[config.mk]
export PLATFORM = sky130hd
export DESIGN_NAME = seq_restoring_divider_flat
export DESIGN_NICKNAME = d
export VERILOG_FILES = /design/src/rtl/div_pkg.sv /design/src/rtl/seq_restoring_divider_if.sv /design/src/rtl/div_step.sv /design/src/rtl/seq_restoring_divider.sv /design/src/flat_wrapper.sv
export SDC_FILE = /design/constraint.sdc
export NUM_CORES = 1
export LEC_CHECK = 0
export ABC_CLOCK_PERIOD_IN_PS = 2100
export CORE_ASPECT_RATIO = 0.8
export CORE_UTILIZATION = 53
export CTS_BUF_LIST = sky130_fd_sc_hd__clkbuf_8
export DETAILED_ROUTE_END_ITERATION = 7
export GPL_ROUTABILITY_DRIVEN = 1
export GPL_TIMING_DRIVEN = 0
export PLACE_DENSITY_LB_ADDON = 0.15
export SYNTH_ARGS = -nofsm -noshare
export SYNTH_HDL_FRONTEND = slang
export SYNTH_SLANG_ARGS = --single-unit
[constraint.sdc]
create_clock -name iclk -period 2.1 [get_ports iclk]
set_input_delay 0.525 -clock iclk [delete_from_list [all_inputs] [get_ports iclk]]
set_output_delay 0.525 -clock iclk [all_outputs]
set_load 0.01 [all_outputs]
[src/rtl/div_pkg.sv]
// Shared types and sizing for the sequential restoring divider.
// Optional fast divide-by-zero path is selected with DIV_ZERO_FAST_EN.
package div_pkg;

    localparam int WA_DEF = 5;

    typedef enum logic [1:0] {
        IDLE = 2'd0,
        BUSY = 2'd1,
        DONE = 2'd2
    } state_t;

    // Counter must be able to hold NSTEP itself, hence the +1.
    function automatic int cnt_width(input int wa);
        return $clog2(2 * wa + 1);
    endfunction

endpackage

[src/rtl/seq_restoring_divider_if.sv]
// Start/result handshake bundle between a requester and the divider.
// odivz exists only when DIV_ZERO_FAST_EN is defined.
interface seq_restoring_divider_if
    import div_pkg::*;
#(
    parameter int WA = WA_DEF
);

    // Handshake: istart is taken on a rising edge only while oready=1, and ia/ib
    // are captured on that same edge. oready stays low until the result has been
    // presented. ovalid is a one-cycle pulse; oquot/orem (and odivz) then hold
    // until the next completion. Nothing is queued while oready=0.
    logic            istart;
    logic [2*WA-1:0] ia;
    logic [WA-1:0]   ib;
    logic            oready;
    logic            ovalid;
    logic [2*WA-1:0] oquot;
    logic [WA-1:0]   orem;
`ifdef DIV_ZERO_FAST_EN
    logic            odivz;

    modport master (output istart, ia, ib, input oready, ovalid, oquot, orem, odivz);
    modport slave  (input istart, ia, ib, output oready, ovalid, oquot, orem, odivz);
`else
    modport master (output istart, ia, ib, input oready, ovalid, oquot, orem);
    modport slave  (input istart, ia, ib, output oready, ovalid, oquot, orem);
`endif

endinterface

[src/rtl/div_step.sv]
// One restoring-division iteration: shift in a dividend bit, subtract if it fits.
module div_step #(
    parameter int WA = 5
) (
    input  logic [WA:0]   rem,
    input  logic          din,
    input  logic [WA-1:0] divisor,
    output logic [WA:0]   rem_next,
    output logic          qbit
);

    logic [WA+1:0] shifted;
    logic [WA+1:0] ext_div;

    // rem[WA] is only ever set with a zero divisor; keeping it in the compare
    // leaves that case unchanged (always subtract 0) after truncation.
    always_comb begin
        shifted  = {rem, din};
        ext_div  = {2'b00, divisor};
        qbit     = (shifted >= ext_div);
        rem_next = qbit ? (WA + 1)'(shifted - ext_div) : shifted[WA:0];
    end

endmodule

[src/rtl/seq_restoring_divider.sv]
// Sequential unsigned restoring divider, one quotient bit per clock.
// Define DIV_ZERO_FAST_EN for the odivz flag and the single-cycle zero-divisor path.
module seq_restoring_divider
    import div_pkg::*;
#(
    parameter int WA = WA_DEF
) (
    input  logic                   iclk,
    input  logic                   irst_n,
    seq_restoring_divider_if.slave bus,
    output state_t                 dbg_state
);

    localparam int NSTEP = 2 * WA;
    localparam int CNT_W = cnt_width(WA);
    localparam logic [CNT_W-1:0] LAST_STEP = CNT_W'(NSTEP - 1);

    state_t          state;
    state_t          state_next;
    logic [CNT_W-1:0] cnt;
    logic [2*WA-1:0] dvd;
    logic [WA-1:0]   dvs;
    logic [WA:0]     rem;
    logic [WA:0]     rem_next;
    logic            qbit;
    logic            accept;
    logic            last_step;
    logic [2*WA-1:0] quot_q;
    logic [WA-1:0]   rem_q;
`ifdef DIV_ZERO_FAST_EN
    logic            zero_fast;
    logic            divz_q;

    assign zero_fast = (bus.ib == '0);
`endif

    assign accept    = (state == IDLE) && bus.istart;
    assign last_step = (cnt == LAST_STEP);

    div_step #(.WA(WA)) u_step (
        .rem      (rem),
        .din      (dvd[2*WA-1]),
        .divisor  (dvs),
        .rem_next (rem_next),
        .qbit     (qbit)
    );

    always_ff @(posedge iclk or negedge irst_n) begin
        if (!irst_n) state <= IDLE;
        else         state <= state_next;
    end

    always_comb begin
        state_next = state;
        case (state)
            IDLE: begin
                if (bus.istart) begin
`ifdef DIV_ZERO_FAST_EN
                    state_next = zero_fast ? DONE : BUSY;
`else
                    state_next = BUSY;
`endif
                end
            end
            BUSY:    if (last_step) state_next = DONE;
            DONE:    state_next = IDLE;
            default: state_next = IDLE;
        endcase
    end

    always_comb begin
        bus.oready = 1'b0;
        bus.ovalid = 1'b0;
        case (state)
            IDLE:    bus.oready = 1'b1;
            DONE:    bus.ovalid = 1'b1;
            default: ;
        endcase
    end

    // dvd doubles as the quotient register: dividend bits leave at the top
    // while quotient bits enter at the bottom.
    always_ff @(posedge iclk or negedge irst_n) begin
        if (!irst_n) begin
            cnt    <= '0;
            dvd    <= '0;
            dvs    <= '0;
            rem    <= '0;
            quot_q <= '0;
            rem_q  <= '0;
`ifdef DIV_ZERO_FAST_EN
            divz_q <= 1'b0;
`endif
        end else if (accept) begin
            dvd <= bus.ia;
            dvs <= bus.ib;
            rem <= '0;
            cnt <= '0;
`ifdef DIV_ZERO_FAST_EN
            if (zero_fast) begin
                quot_q <= '1;
                rem_q  <= bus.ia[WA-1:0];
                divz_q <= 1'b1;
            end
`endif
        end else if (state == BUSY) begin
            dvd <= {dvd[2*WA-2:0], qbit};
            rem <= rem_next;
            cnt <= cnt + 1'b1;
            if (last_step) begin
                quot_q <= {dvd[2*WA-2:0], qbit};
                rem_q  <= rem_next[WA-1:0];
`ifdef DIV_ZERO_FAST_EN
                divz_q <= 1'b0;
`endif
            end
        end
    end

    assign bus.oquot = quot_q;
    assign bus.orem  = rem_q;
`ifdef DIV_ZERO_FAST_EN
    assign bus.odivz = divz_q;
`endif
    assign dbg_state = state;

endmodule

[src/flat_wrapper.sv]
// flat-port wrapper written by rule: the top's interface ports become plain ports
module seq_restoring_divider_flat import div_pkg::*;
#(
    parameter int WA = WA_DEF
)
  (iclk, irst_n, dbg_state, bus_istart, bus_ia, bus_ib, bus_oready, bus_ovalid, bus_oquot, bus_orem);
  seq_restoring_divider_if #(.WA(WA)) bus_i ();
  input  logic iclk;
  input  logic irst_n;
  output state_t dbg_state;
  input wire logic [$bits(bus_i.istart)-1:0] bus_istart;
  input wire logic [$bits(bus_i.ia)-1:0] bus_ia;
  input wire logic [$bits(bus_i.ib)-1:0] bus_ib;
  output wire logic [$bits(bus_i.oready)-1:0] bus_oready;
  output wire logic [$bits(bus_i.ovalid)-1:0] bus_ovalid;
  output wire logic [$bits(bus_i.oquot)-1:0] bus_oquot;
  output wire logic [$bits(bus_i.orem)-1:0] bus_orem;
  assign bus_i.istart = bus_istart;
  assign bus_i.ia = bus_ia;
  assign bus_i.ib = bus_ib;
  assign bus_oready = bus_i.oready;
  assign bus_ovalid = bus_i.ovalid;
  assign bus_oquot = bus_i.oquot;
  assign bus_orem = bus_i.orem;
  seq_restoring_divider #(.WA(WA)) u_core (.iclk(iclk), .irst_n(irst_n), .bus(bus_i), .dbg_state(dbg_state));
endmodule
==> run_results.csv <==
group,metric,value,unit
die,rows,19,
timing,tightest_slew,0.585,ns
die,die-area,0.00396,mm²
timing,fmax,504,MHz
drt,drt_pass1_iterations,4,
timing,slew_viol_final,0,
timing,rsz0062_at_grt,"no",
drt,drt_iter0_drc,157,
place,place_congestion,0.871,
place,dp_hpwl,2900,µm
cts,cts-root-buf,"clkbuf_8",
setup_path,critPathRequiredTime,1.57,ns
logic_synthesis,avgSynthCellArea,9.68,µm²
outcome,status,"finished clean",
timing,period_share,94.5,%
cts,cts_max_level,2,
logic_synthesis,synth_top_area_share,53.5,%
drt,vias,1557,
cts,cts.sinks,42,
timing,setup_viol,0,
die,start_util,56.2,%
die,die_h,56.5,µm
setup_path,ff2ff_path_depth,6,
cts,cts-buffers-inserted,5,
drt,ant_nets,0,
logic_synthesis,ys_seq_area_share,53.5,%
timing,finalHoldViolCount,0,
cts,cts_hold_buf,0,
setup_path,crit_path_max_fanout,5,
setup_path,crit_arrival,1.46,ns
timing,holdWs,0.0134,ns
layout,syn2layout_area_growth,27.4,%
run,drv_cap,0,
timing,relSlewSlack,60.8,%
setup_path,worstPathCellList,"nor2_1 > clkdlybuf4s50_1",
drt,drcViolationCount,0,
setup_path,critPathLaunchType,"flop",
global_route,grt.total_usage,23.2,%
layout,fin_cells,290,
logic_synthesis,synth_top_cell_by_area,"dfrtp_1",
layout,final_common_cell,"nand2_1",
setup_path,ff2ff_setup_slack,0.11,ns
die,coreArea,0.00349,mm²
cts,post_cts_buffers,0,
layout,nets,274,
logic_synthesis,ys_ff_latch,42,
die,io_pins,37,
logic_synthesis,yosys_warnings,0,
logic_synthesis,ys_types,33,
drt,drt-vias-per-instance,5.37,
timing,setup_ws,0.115,ns
global_route,grt_pass1_wl,7000,µm
min_path,min_path_type,"input pin to async pin",
global_route,antenna_found_initial,0,
global_route,grt_pass1_vias,1472,
logic_synthesis,synth_nets,230,
global_route,grt_max_degree,42,
cts,cts-resized-gates,0,
pwr,irDropWorstVdd,850,µV
layout,final_cell_mix,"nand2_1 (65), dfrtp_1 (42), clkdlybuf4s50_1 (35)",
place,placed_area,0.00239,mm²
logic_synthesis,syn-cell-area,0.00197,mm²
pwr,p_leak,1.19,nW
setup_path,endpoint_kind,"output pin",
global_route,overflow,0,
timing,fin_tns_setup,0,ns
layout,utilization,71.6,%
pwr,totalPowerFinal,4.35,mW
layout,drive_above_1_share,8.47,%
timing,finalCriticalPeriod,1.99,ns
logic_synthesis,synthCells,203,
place,post-place-ws,0.0799,ns
cts,clk_pin_slew,0.08,ns
die,dieWidth,70.1,µm
layout,diodes,0,
layout,stdcell_area,0.00250,mm²
logic_synthesis,synth.area.top_cells,"dfrtp_1 (53%), nand2_1 (12%), ha_1 (5.1%)",
cts,cts_buffer_depth,2,
drt,wl_per_cell,13.9,µm
cts,clock_latency,0.29,ns
setup_path,worstSetupPathType,"flop to output pin",
place,port_buffers,36,
pwr,power_density,1740,mW/mm²
cts,cts_tree,"built",
timing,skew,0.00761,ns
setup_path,critPathSlowestCell,"clkdlybuf4s50_1",
place,place_inst,282,
drt,routed_wl,4040,µm
setup_path,critical_path.max_stage_delay,0.58,ns
## registers in the layout, summed over array words and instances, names as in the netlist
name and cells:
u_core.bus.oquot 10, u_core.bus.orem 5, u_core.cnt 4, u_core.dbg_state 2, u_core.dvd 10, u_core.dvs 5
u_core.rem 6
## where the power goes
part           switching (mW)  internal [mW]
Combinational            1.17           1.06
Sequential              0.278           1.22
Clock                   0.272          0.346
Total                    1.72           2.63
## routing by layer
metal | global-route usage (%) | vias up | share of wire (%)
met3 | 4.85 | 6 | 4.9
met2 | 33.5 | 41 | 46
met4 | 8.86 | 0 | 1.2
met1 | 34.5 | 742 | 48
li1 | - | 768 | -
met5 | 0 | - | 0
## cell type report
cell class	count	area, µm²
plain buffers	9	38.8
repair buffers	37	375
clock inverters	3	37.5
multi-input cells	144	850
flip-flops and latches	42	1050
well taps	42	52.6
fillers	272	991
inverters	8	30.0
clock buffers	5	68.8
## critical path, delay by kind of cell (launching register included)
family	cells	cell delay (ns)
buf+inv	1	0.58
flops	1	0.42
simple gates	1	0.17
## cell usage after synthesis (all sizes together)
library cell / number
ha: 8
nor2: 4
mux2i: 4
xnor2: 2
nor2b: 4
xor2: 1
nand4: 1
and3: 1
a21oi: 4
nand2: 65
a22oi: 8
or3: 1
a31oi: 2
nand3: 8
a221oi: 1
fa: 1
mux2: 1
nor3: 1
dfrtp: 42
and2: 1
buf: 4
a21o: 1
nand4b: 1
o21ai: 22
clkbuf: 5
nand2b: 1
inv: 8
a221o: 1
## cell families (layout without fill, tap and decap cells)
family / after synthesis / in the layout / share of synthesized area (%)
AND/OR/NAND/NOR: 88 / 88 / 19.8
flip-flops: 42 / 42 / 53.5
AO/OA/AOI/OAI: 39 / 39 / 13.0
buffers and inverters: 17 / 62 / 3.50
adder cells (fa/ha/maj): 9 / 9 / 6.11
multiplexers: 5 / 5 / 2.80
XOR/XNOR: 3 / 3 / 1.34
## path summary, 6_finish.rpt
kind                                startpoint             endpoint
setup / recovery           u_core.dbg_state[0]           bus_oready
hold / removal                          irst_n   u_core.bus.orem[2]
setup reg to reg                 u_core.rem[2]   u_core.bus.orem[0]
hold reg to reg            u_core.bus.oquot[4]  u_core.bus.oquot[4]
max in group asynchronous               irst_n        u_core.dvs[4]
min in group iclk          u_core.bus.oquot[4]  u_core.bus.oquot[4]
Note: power is estimated with default switching activity, not from simulation.
